==> src/rtl/ram_cmd_ctrl.sv <==
// Command queue and issue stage in front of a synchronous single-port RAM.
// Optional macro RAM_CMD_CTRL_CNT_EN adds issued-write and read-response counters.
`timescale 1ns/1ps
module ram_cmd_ctrl (
    input  logic       clk,
    input  logic       rst,
    input  logic       cmd_valid,
    output logic       cmd_ready,
    input  logic       cmd_rwn,
    input  logic [7:0] cmd_addr,
    input  logic [7:0] cmd_wdata,
    output logic       RWn,
    output logic [7:0] waddr,
    output logic [7:0] wdata,
    output logic [7:0] raddr,
    input  logic [7:0] rdata,
    output logic       rsp_valid,
    output logic [7:0] rsp_addr,
    output logic [7:0] rsp_data
`ifdef RAM_CMD_CTRL_CNT_EN
    ,
    output logic [15:0] wr_cnt,
    output logic [15:0] rd_cnt
`endif
);

    logic       fifo_rwn   [4];
    logic [7:0] fifo_addr  [4];
    logic [7:0] fifo_wdata [4];
    logic [1:0] wptr_q, rptr_q;
    logic [2:0] count_q, count_d;
    logic       push, pop;

    logic       rwn_q;
    logic [7:0] waddr_q, wdata_q, raddr_q;
    logic       rd_pend_q, ram_pend_q;
    logic [7:0] ram_addr_q;
    logic       rsp_valid_q;
    logic [7:0] rsp_addr_q, rsp_data_q;

    // Ready comes from registered count only, so a full queue never passes through.
    assign cmd_ready = (count_q < 3'd4);
    assign push      = cmd_valid && cmd_ready;
    assign pop       = (count_q != 3'd0);

    always_comb begin
        count_d = count_q;
        unique case ({push, pop})
            2'b10:   count_d = count_q + 3'd1;
            2'b01:   count_d = count_q - 3'd1;
            default: count_d = count_q;
        endcase
    end

    always_ff @(posedge clk) begin
        if (push) begin
            fifo_rwn[wptr_q]   <= cmd_rwn;
            fifo_addr[wptr_q]  <= cmd_addr;
            fifo_wdata[wptr_q] <= cmd_wdata;
        end
    end

    always_ff @(posedge clk) begin
        if (rst) begin
            wptr_q  <= 2'd0;
            rptr_q  <= 2'd0;
            count_q <= 3'd0;
        end else begin
            if (push) wptr_q <= wptr_q + 2'd1;
            if (pop)  rptr_q <= rptr_q + 2'd1;
            count_q <= count_d;
        end
    end

    // Issue stage: an idle cycle is a harmless read of the held address.
    always_ff @(posedge clk) begin
        if (rst) begin
            rwn_q     <= 1'b1;
            waddr_q   <= 8'd0;
            wdata_q   <= 8'd0;
            raddr_q   <= 8'd0;
            rd_pend_q <= 1'b0;
        end else if (pop) begin
            rwn_q     <= fifo_rwn[rptr_q];
            rd_pend_q <= fifo_rwn[rptr_q];
            if (fifo_rwn[rptr_q]) begin
                raddr_q <= fifo_addr[rptr_q];
            end else begin
                waddr_q <= fifo_addr[rptr_q];
                wdata_q <= fifo_wdata[rptr_q];
            end
        end else begin
            rwn_q     <= 1'b1;
            rd_pend_q <= 1'b0;
        end
    end

    // RAM samples the read one edge after issue; rdata is captured the edge after that.
    always_ff @(posedge clk) begin
        if (rst) begin
            ram_pend_q  <= 1'b0;
            ram_addr_q  <= 8'd0;
            rsp_valid_q <= 1'b0;
            rsp_addr_q  <= 8'd0;
            rsp_data_q  <= 8'd0;
        end else begin
            ram_pend_q  <= rd_pend_q;
            ram_addr_q  <= raddr_q;
            rsp_valid_q <= ram_pend_q;
            if (ram_pend_q) begin
                rsp_addr_q <= ram_addr_q;
                rsp_data_q <= rdata;
            end
        end
    end

    assign RWn       = rwn_q;
    assign waddr     = waddr_q;
    assign wdata     = wdata_q;
    assign raddr     = raddr_q;
    assign rsp_valid = rsp_valid_q;
    assign rsp_addr  = rsp_addr_q;
    assign rsp_data  = rsp_data_q;

`ifdef RAM_CMD_CTRL_CNT_EN
    logic [15:0] wr_cnt_q, rd_cnt_q;

    always_ff @(posedge clk) begin
        if (rst) begin
            wr_cnt_q <= 16'd0;
            rd_cnt_q <= 16'd0;
        end else begin
            if (pop && !fifo_rwn[rptr_q]) wr_cnt_q <= wr_cnt_q + 16'd1;
            if (ram_pend_q)               rd_cnt_q <= rd_cnt_q + 16'd1;
        end
    end

    assign wr_cnt = wr_cnt_q;
    assign rd_cnt = rd_cnt_q;
`endif

endmodule

==> config.mk <==
export PLATFORM = sky130hd
export DESIGN_NAME = ram_cmd_ctrl
export DESIGN_NICKNAME = d
export VERILOG_FILES = /design/src/rtl/ram_cmd_ctrl.sv
export SDC_FILE = /design/constraint.sdc
export NUM_CORES = 1
export LEC_CHECK = 0
export ABC_AREA = 1
export CAP_MARGIN = 15
export CORE_ASPECT_RATIO = 1.4
export CORE_MARGIN = 5
export CORE_UTILIZATION = 58
export CTS_BUF_LIST = sky130_fd_sc_hd__clkbuf_16
export DETAILED_ROUTE_END_ITERATION = 10
export GPL_ROUTABILITY_DRIVEN = 1
export PLACE_DENSITY = 0.9
export SYNTH_ARGS = -nofsm -noshare
export SYNTH_HDL_FRONTEND = slang
export SYNTH_SLANG_ARGS = --single-unit
==> constraint.sdc <==
create_clock -name clk -period 4.2 [get_ports clk]
set_input_delay 0.84 -clock clk [delete_from_list [all_inputs] [get_ports clk]]
set_output_delay 0.84 -clock clk [all_outputs]
set_load 0.03 [all_outputs]
==> impl_metrics.tcl <==
set metrics [dict create \
    cp_top_family "buffers and inverters" \
    overflow 0 \
    power.internal_mw 3.34 \
    cts_buffers 17 \
    rows 39 \
    ir_drop_v 0.000635 \
    grt_pass1_vias 3842 \
    clockBufferDepth 2 \
    drive_gt1_frac 0.0620 \
    skew_ns 0.00771 \
    slew_headroom 0.357 \
    grt_max_degree 43 \
    fin_cells 715 \
    hold_path.class "reg -> reg" \
    nFillCells 448 \
    post-route-cell-area_um2 6400 \
    dpl_cell_area_um2 5700 \
    dieWidth_um 87.9 \
    cts_resized 0 \
    synth-seq-area-share 0.662 \
    tns_ns 0 \
    area_growth_pct 29.9 \
    cts-htree-levels 4 \
    hold_depth 2 \
    synth_cells 523 \
    place.gp.congestion 0.772 \
    postCtsSetupRepairBufs 0 \
    dieArea_um2 10500 \
    synthXorXnorAreaFrac 0 \
    p_sw_frac 0.355 \
    slew_violations 0 \
    dp_hpwl_mm 6.62 \
    layout_commonest_cell "nand2_1" \
    clkSlewWorstSetupHoldPaths_ns 0.06 \
    drtIter0Drc 348 \
    final_cell_mix "120 x nand2_1, 106 x nor2_1, 74 x inv_1, 70 x clkdlybuf4s50_1, 68 x edfxtp_1" \
    ys_types 21 \
    cp.required_ns 3.36 \
    cts.root.buffer_cell "clkbuf_16" \
    portBuffers 70 \
    synth_warnings 0 \
    nets 634 \
    setup_viol 0 \
    wl_mm 11.6 \
    crit_fanout 2 \
    path_class "reg -> out" \
    synth-seq-cells 129 \
    start_kind "flop" \
    synth.largest_area_cell "edfxtp_1" \
    rsz0062_at_grt "no" \
    detail_route.wl_per_cell_um 16.2 \
    seq_power_share 0.352 \
    drtPass1Iterations 5 \
    path_depth 1 \
    p_comb_frac 0.325 \
    syn-num-nets 557 \
    arrival_ns 1.50 \
    dr_total_vias 3752 \
    tightest_slew_ns 0.964 \
    grt_pass1_wl_mm 18.2 \
    ys_top_cells_by_area "edfxtp_1 41%, dfxtp_1 25%, nand2_1 9.1%, nor2_1 8.1%, o21ai_0 5.4%" \
    synth_compound_area_frac 0.0609 \
    fmax_mhz 427 \
    p_sw_mw 1.83 \
    cts_hold_buf 0 \
    ioPinCount 71 \
    synth_top_family_by_area "simple AND/OR/NAND/NOR gates" \
    hold_viol_final 0 \
    clock_latency_ns 0.41 \
    drc_errors 0 \
    crit_buf_inv 1 \
    grtUsageTotal 0.229 \
    core_um2 8250 \
    synth_top_area_share 0.414 \
    synthSimpleGateAreaFrac 0.185 \
    clock-sinks 129 \
    final_antenna_net_count 0 \
    leakagePower_nw 2.85 \
    die_h_um 119 \
    cpPeakStageDelay_ns 0.70 \
    multi_input_area_um2 1290 \
    dp.cells 682 \
    cts_tree "done" \
    syn_area_per_cell_um2 9.42 \
    cap_violations 0 \
    post-route-period-util 0.558 \
    initial_core_util 0.598 \
    power_density_nw_per_um2 808 \
    r2r_cells 7 \
    synth_fa_ha_area_frac 0.0168 \
    outcome "completed" \
    muxShareOfSynthArea 0 \
    synth_area_um2 4930 \
    layout_min_cycle_time_ns 2.34 \
    post_drt_via_cell_ratio 5.25 \
    antennaDiodeCount 0 \
    slowest_stage "clkdlybuf4s50_1" \
    clkPwrFrac 0.322 \
    antenna_found_initial 0 \
    seqCellArea_um2 3260 \
    cp_cell_sequence "clkdlybuf4s50_1" \
    critPathCaptureType "output port" \
]
## final timing paths
path	startpoint	to	slack [ns]
worst max-delay path	raddr[1]	raddr[1]	1.86
worst min register to register	rd_pend_q	ram_pend_q	0.43
worst min-delay path	rd_pend_q	ram_pend_q	0.43
worst max register to register	flop	wdata[6]	1.95
## stage by stage
step,power (mW),hold WS (ns),setup slack [ns],util
global route,5.44,0.450,1.67,0.776
finish,5.17,0.427,1.86,0.776
CTS,5.15,0.434,1.86,0.773
global placement,3.35,0.412,1.59,0.691
floorplan,2.89,0.388,2.05,-
detailed placement,3.42,0.409,1.52,0.691
## cells in the mapped netlist (all sizes together)
library cell	n
nor2	107
nand3	7
inv	71
nand2	122
ha	5
buf	13
edfxtp	68
fa	1
clkbuf	5
o21ai	53
dfxtp	61
nor3	1
a21oi	7
clkinv	2
## cells by family after synthesis
logic type | Yosys count
AO/OA/AOI/OAI | 60
adder cells (fa/ha/maj) | 6
buffers and inverters | 91
flip-flops | 129
AND/OR/NAND/NOR | 237
## routing by layer
metal	global-route usage	part of all wire
met5	0	0
met4	0.0988	0.034
met3	0.0836	0.072
met2	0.400	0.53
met1	0.243	0.36
## sequential cells by signal (all words and copies together), names as in the netlist, named ones only
name	cells
fifo_addr	32
fifo_wdata	32
raddr	8
ram_addr_q	8
rsp_addr	8
rsp_data	8
waddr	8
wdata	8
fifo_rwn	4
count_q	3
rptr_q	2
wptr_q	2
RWn	1
ram_pend_q	1
rd_pend_q	1
rsp_valid	1
## area by class of cell
| type | instances | area share |
|---|---|---|
| Sequential cell | 129 | 0.510 |
| Multi-Input combinational cell | 303 | 0.202 |
| Timing Repair Buffer | 76 | 0.120 |
| Clock buffer | 17 | 0.0665 |
| Inverter | 73 | 0.0428 |
| Clock inverter | 15 | 0.0389 |
| Tap cell | 102 | 0.0199 |
## power groups by stage
stage | registers (mW) | clock network (mW) | logic [mW]
2_1_floorplan | 2.01 | 0 | 0.873
3_3_place_gp | 1.81 | 0 | 1.54
3_5_place_dp | 1.82 | 0 | 1.60
4_1_cts | 1.81 | 1.67 | 1.67
5_1_grt | 1.85 | 1.73 | 1.86
6_report | 1.82 | 1.67 | 1.68
Note: power is estimated with default switching activity, not from simulation.
